==> config.mk <==
export PLATFORM = sky130hd
export DESIGN_NAME = riscv_seq_ctrl
export DESIGN_NICKNAME = d
export VERILOG_FILES = /design/src/rtl/riscv_seq_ctrl.sv
export SDC_FILE = /design/constraint.sdc
export NUM_CORES = 1
export LEC_CHECK = 0
export CAP_MARGIN = 15
export CORE_UTILIZATION = 25
export CTS_BUF_LIST = sky130_fd_sc_hd__clkbuf_8
export DETAILED_ROUTE_END_ITERATION = 7
export DONT_BUFFER_PORTS = 1
export PLACE_DENSITY = 0.45
export SKIP_CTS_REPAIR_TIMING = 1
export SLEW_MARGIN = 30
export SYNTH_ARGS = -nofsm -noshare
export SYNTH_HDL_FRONTEND = slang
export SYNTH_SLANG_ARGS = --single-unit
==> constraint.sdc <==
create_clock -name clk -period 1.9 [get_ports clk]
set_input_delay 0.38 -clock clk [delete_from_list [all_inputs] [get_ports clk]]
set_output_delay 0.38 -clock clk [all_outputs]
set_load 0.01 [all_outputs]
==> src/rtl/riscv_seq_ctrl.sv <==
// Multi-cycle RV32I sequencer: owns the PC, fetches over valid/ready, classifies the opcode and
// steps the datapath through EXEC/MEM/WB. Optional retire counter: RISCV_SEQ_CTRL_INSTRET_EN.
module riscv_seq_ctrl #(
    parameter logic [31:0] RESET_PC = 32'h0000_0000,
    parameter int          TIMEOUT  = 255
) (
    input  logic        clk,
    input  logic        rst,
    output logic        imem_req_valid,
    input  logic        imem_req_ready,
    input  logic        imem_resp_valid,
    input  logic [31:0] imem_resp_data,
    output logic [31:0] insn,
    input  logic [6:0]  opcode,
    output logic [31:0] pc,
    input  logic [31:0] pc_next,
    output logic        dmem_req_valid,
    input  logic        dmem_req_ready,
    input  logic        dmem_resp_valid,
    output logic        rf_we,
    output logic        pc_we,
    output logic [2:0]  state,
`ifdef RISCV_SEQ_CTRL_INSTRET_EN
    output logic [63:0] instret,
`endif
    output logic        trap,
    output logic        halted
);

    typedef enum logic [2:0] {
        ST_FETCH  = 3'd0,
        ST_WAIT_I = 3'd1,
        ST_DECODE = 3'd2,
        ST_EXEC   = 3'd3,
        ST_MEM    = 3'd4,
        ST_WAIT_D = 3'd5,
        ST_WB     = 3'd6,
        ST_STOP   = 3'd7
    } state_t;

    localparam logic [31:0] NOP_INSN    = 32'h0000_0013;
    localparam logic [7:0]  TIMEOUT_CNT = 8'(TIMEOUT);

    localparam logic [6:0] OPC_LUI     = 7'b0110111;
    localparam logic [6:0] OPC_AUIPC   = 7'b0010111;
    localparam logic [6:0] OPC_JAL     = 7'b1101111;
    localparam logic [6:0] OPC_JALR    = 7'b1100111;
    localparam logic [6:0] OPC_OPIMM   = 7'b0010011;
    localparam logic [6:0] OPC_OP      = 7'b0110011;
    localparam logic [6:0] OPC_BRANCH  = 7'b1100011;
    localparam logic [6:0] OPC_MISCMEM = 7'b0001111;
    localparam logic [6:0] OPC_LOAD    = 7'b0000011;
    localparam logic [6:0] OPC_STORE   = 7'b0100011;
    localparam logic [6:0] OPC_SYSTEM  = 7'b1110011;

    state_t      state_reg, state_next;
    logic [31:0] pc_reg;
    logic [31:0] insn_reg, insn_next;
    logic        trap_reg, trap_next;
    logic        halted_reg, halted_next;
    logic [7:0]  cnt_reg, cnt_next;
    logic        is_mem_reg, is_mem_next;
    logic        is_wr_reg, is_wr_next;
    logic        is_sys_reg, is_sys_next;
    logic        wait_tick;

    always_ff @(posedge clk) begin
        if (rst) begin
            state_reg  <= ST_FETCH;
            pc_reg     <= RESET_PC;
            insn_reg   <= NOP_INSN;
            trap_reg   <= 1'b0;
            halted_reg <= 1'b0;
            cnt_reg    <= 8'd0;
            is_mem_reg <= 1'b0;
            is_wr_reg  <= 1'b0;
            is_sys_reg <= 1'b0;
        end else begin
            state_reg  <= state_next;
            insn_reg   <= insn_next;
            trap_reg   <= trap_next;
            halted_reg <= halted_next;
            cnt_reg    <= cnt_next;
            is_mem_reg <= is_mem_next;
            is_wr_reg  <= is_wr_next;
            is_sys_reg <= is_sys_next;
            if (state_reg == ST_WB) begin
                pc_reg <= pc_next;
            end
        end
    end

    always_comb begin
        state_next  = state_reg;
        insn_next   = insn_reg;
        trap_next   = trap_reg;
        halted_next = halted_reg;
        is_mem_next = is_mem_reg;
        is_wr_next  = is_wr_reg;
        is_sys_next = is_sys_reg;
        wait_tick   = 1'b0;
        cnt_next    = 8'd0;
        case (state_reg)
            ST_FETCH: begin
                if (imem_req_ready) begin
                    if (imem_resp_valid) begin
                        insn_next  = imem_resp_data;
                        state_next = ST_DECODE;
                    end else begin
                        state_next = ST_WAIT_I;
                    end
                end else begin
                    wait_tick = 1'b1;
                end
            end
            ST_WAIT_I: begin
                if (imem_resp_valid) begin
                    insn_next  = imem_resp_data;
                    state_next = ST_DECODE;
                end else begin
                    wait_tick = 1'b1;
                end
            end
            ST_DECODE: begin
                is_mem_next = 1'b0;
                is_wr_next  = 1'b0;
                is_sys_next = 1'b0;
                state_next  = ST_EXEC;
                case (opcode)
                    OPC_LUI, OPC_AUIPC, OPC_JAL, OPC_JALR, OPC_OPIMM, OPC_OP: is_wr_next = 1'b1;
                    OPC_BRANCH, OPC_MISCMEM: begin end
                    OPC_LOAD: begin
                        is_mem_next = 1'b1;
                        is_wr_next  = 1'b1;
                    end
                    OPC_STORE: is_mem_next = 1'b1;
                    // SYSTEM skips EXEC and retires straight away, then halts
                    OPC_SYSTEM: begin
                        is_sys_next = 1'b1;
                        state_next  = ST_WB;
                    end
                    default: begin
                        trap_next  = 1'b1;
                        state_next = ST_STOP;
                    end
                endcase
            end
            ST_EXEC: state_next = is_mem_reg ? ST_MEM : ST_WB;
            ST_MEM: begin
                if (dmem_req_ready) begin
                    state_next = dmem_resp_valid ? ST_WB : ST_WAIT_D;
                end else begin
                    wait_tick = 1'b1;
                end
            end
            ST_WAIT_D: begin
                if (dmem_resp_valid) begin
                    state_next = ST_WB;
                end else begin
                    wait_tick = 1'b1;
                end
            end
            ST_WB: begin
                if (is_sys_reg) begin
                    halted_next = 1'b1;
                    state_next  = ST_STOP;
                end else begin
                    state_next = ST_FETCH;
                end
            end
            default: begin end
        endcase
        // Any cycle that is not a stalled wait is either a transition or a non-waiting state,
        // so the counter restarts from zero on every entry into a waiting state.
        if (wait_tick) begin
            cnt_next = cnt_reg + 8'd1;
            if (TIMEOUT != 0 && cnt_next == TIMEOUT_CNT) begin
                trap_next  = 1'b1;
                state_next = ST_STOP;
            end
        end
    end

`ifdef RISCV_SEQ_CTRL_INSTRET_EN
    logic [63:0] instret_reg;

    always_ff @(posedge clk) begin
        if (rst) begin
            instret_reg <= 64'd0;
        end else if (state_reg == ST_WB) begin
            instret_reg <= instret_reg + 64'd1;
        end
    end

    assign instret = instret_reg;
`endif

    assign state          = state_reg;
    assign pc             = pc_reg;
    assign insn           = insn_reg;
    assign trap           = trap_reg;
    assign halted         = halted_reg;
    assign imem_req_valid = (state_reg == ST_FETCH);
    assign dmem_req_valid = (state_reg == ST_MEM);
    assign pc_we          = (state_reg == ST_WB);
    assign rf_we          = (state_reg == ST_WB) && is_wr_reg;

endmodule

==> flow_summary.toml <==
[setup_path]
critical-path-slowest-cell = "sky130_fd_sc_hd__dfxtp_2"
critical_path_peak_fanout = 33
crit_arrival_ns = 1.40
setup.worst_path.end_class = "output port"
crit_path_start_kind = "flop"
timing.setup.critical_path_class = "reg2out"
crit_path_cell_trace = "nand2_1 -> or2_1 -> inv_2 -> buf_8"
delay_of_the_slowest_cell_on_the_worst_path_ns = 0.43
worst_ep_required_time_ns = 1.52

[clock_tree]
tritoncts = "done"
tritoncts_num_sinks = 80
worstSkewPairLatency_ns = 0.35
cts_max_path_buffers = 2
h-tree-depth = 3
clockRootBuffer = "sky130_fd_sc_hd__clkbuf_8"
clk_pin_slew_worst_paths_ns = 0.08
tritoncts.num_buffers = 9

[die]
initial_utilization = 0.255
num_io_pins = 150
placeable_core_region_um2 = 12600
die-height_um = 115
die-area_um2 = 13300
floorplan.rows = 41
die_w_um = 115

[timing]
worst_clock_skew_ns = 0.00660
totalNegativeSetupSlack_ns = 0
hold_viol = 0
finalWorstPathRequiredPeriod_ns = 1.78
final_min_period_over_clock_period = 0.939
setup_repair_after_global_routing_missed_its_margin = "no"
setup_violations = 0
least_margin_pin_slew_ns = 0.509
post-route-worst-setup-slack_ns = 0.117
relSlewSlack = 0.658
fmaxAchievable_ghz = 0.561
number_of_max_slew_violations_in_the_final_report = 0

[power_and_ir_drop]
intPower_uw = 2700
p_total_uw = 3680
power_frac_comb = 0.105
p_leak_uw = 0.00120
ir_worst_vdd_uv = 316
total_net_switching_power_uw = 979
swShare = 0.266
power.sequential.fraction = 0.523
p_per_area_nw_per_um2 = 1030
clock_power_share = 0.372

[logic_synthesis]
ys_ff_latch = 80
syn-cell-area_um2 = 3210
syn-instance-count = 397
synth-main-ff-cell = "sky130_fd_sc_hd__dfxtp_1"
distinct_cell_type_count_of_the_synthesized_netlist = 50
synth-seq-area-share = 0.499
synth_fp_nets = 476
synth.avg_cell_area_um2 = 8.08
synth_top_cells_by_area = "sky130_fd_sc_hd__dfxtp_1 (50%), sky130_fd_sc_hd__nand2_1 (16%), sky130_fd_sc_hd__a21oi_1 (11%)"
number_of_synthesized_flops_with_an_enable_pin = 0
yosysWarnings = 0
netlist.area_leader.share = 0.499
cell_type_with_the_highest_aggregate_area_in_the_netlist = "sky130_fd_sc_hd__dfxtp_1"
postSynth.asyncResetShare = 0

[finish]
n_antenna_cell = 0
area_delta_synth_final_pct = 11.8
area_of_the_multi_input_gates_um2 = 1450
layout-drive-gt1-share = 0.0810
area.sequential_um2 = 1610
finalNetCount = 469
layout.filler_cells = 1397

[routing]
drt_pass1_iterations = 6
total_length_of_routed_wires_um = 7920
num_vias = 2558
post_drt_wl_per_cell_um = 14.0
drt_iter0_drc = 104
post-route-drc-count = 0
detail-route-antenna-nets = 0
via_per_inst = 4.51

[global_route]
global_route.usage.total = 0.118
first_global_vias = 2316
grt_start_max_net_pins = 74
grt_pass1_wl_um = 11800
grt_antenna_before_repair = 0
gr-usage-met1 = 0.130
grt-busiest-layer = "met2"
global_route_congestion_overflow_total = 0
global_route.usage.met2 = 0.196
grt_util_met3 = 0.0511

[placement]
detailedPlace.worstSlack_ns = 0.177
hpwl_um = 5510
portBuffers = 0
final_weighted_congestion_in_routability_driven_placement = 0.727

[run]
drv_cap = 0

[status]
run_status = "completed"

[hold_path]
min-delay-path-class = "in2reg"
[power groups by stage]
stage | Combinational [uW] | Clock, uW | Sequential (uW)
4_1_cts | 391 | 1430 | 1920
6_report | 386 | 1370 | 1920
3_3_place_gp | 382 | 0 | 1960
2_1_floorplan | 347 | 0 | 1920
5_1_grt | 434 | 1510 | 1940
3_5_place_dp | 390 | 0 | 1960
[per-stage QoR]
stage	cell area [um^2]	std cells	hold WS, ns	util
2_1_floorplan	3210	397	0.452	-
5_1_grt	3590	567	0.0464	0.285
4_1_cts	3570	567	0.0553	0.284
3_5_place_dp	3360	551	0.455	0.267
3_3_place_gp	3360	551	0.454	0.267
6_report	3590	567	0.0892	0.285
[area by class of cell]
cell class	count	share of cell area
Clock buffer	10	0.0384
Inverter	5	0.00523
Clock inverter	6	0.0213
Multi-Input combinational cell	286	0.404
Timing Repair Buffer	8	0.0223
Tap cell	172	0.0600
Sequential cell	80	0.448
[final timing paths]
kind                                  from         to  slack [ns]  depth (start not counted)
worst max register to register  cnt_reg[0]   state[2]        0.28                          5
worst min register to register   is_wr_reg  is_wr_reg        0.49                          2
worst min-delay path                   rst     pc[21]        0.09                          1
worst max-delay path              state[1]      pc_we        0.12                          4
[layer usage]
metal | wire length (um) | vias up
met4 | 165 | 0
li1 | - | 1296
met1 | 3290 | 1169
met3 | 650 | 13
met2 | 3810 | 80
met5 | 0 | -
[worst max-delay path, delay by kind of cell, from the launching register on]
| kind | cells | cell delay [ns] |
|---|---|---|
| and+or+nand+nor | 2 | 0.30 |
| DFF | 1 | 0.43 |
| buffers and inverters | 2 | 0.31 |
[cell usage in the layout, fill, tap and decap left out, types with 3 or more instances in the layout]
master	Yosys	final
sky130_fd_sc_hd__a21oi_1	70	70
sky130_fd_sc_hd__buf_4	2	6
sky130_fd_sc_hd__clkbuf_8	0	10
sky130_fd_sc_hd__dfxtp_1	80	77
sky130_fd_sc_hd__inv_1	4	7
sky130_fd_sc_hd__mux2i_1	3	3
sky130_fd_sc_hd__nand2_1	134	134
sky130_fd_sc_hd__nand3_1	5	5
sky130_fd_sc_hd__nand3b_1	5	5
sky130_fd_sc_hd__nor2_1	16	16
sky130_fd_sc_hd__o21ai_0	3	3
sky130_fd_sc_hd__or2_1	3	3
sky130_fd_sc_hd__or3_1	3	3
sky130_fd_sc_hd__xnor2_1	3	3
[synthesized netlist by cell type, drive strengths merged, types with 2 or more instances]
cell type	instances
nand2	135
or2	3
dfxtp	80
nor3b	2
nand2b	2
nand4b	2
ha	2
nand3b	5
a21oi	70
nor3	2
buf	13
nor2	16
nor2b	2
nand4	2
xor2	2
a31oi	2
o21ai	3
or2b	2
mux2i	3
and2	2
xnor2	3
inv	5
or3	3
clkbuf	12
nand3	6
[logic make-up (layout without fill, tap and decap cells)]
logic type,Yosys count,in the layout,synth area share
AO/OA/AOI/OAI,87,87,0.158
AND/OR/NAND/NOR,188,188,0.259
adder cells (fa/ha/maj),2,2,0.00780
buffers and inverters,31,29,0.0484
multiplexers,4,4,0.0129
flip-flops,80,80,0.499
XOR/XNOR,5,5,0.0137
No activity file was read; power rests on OpenSTA's default activity.
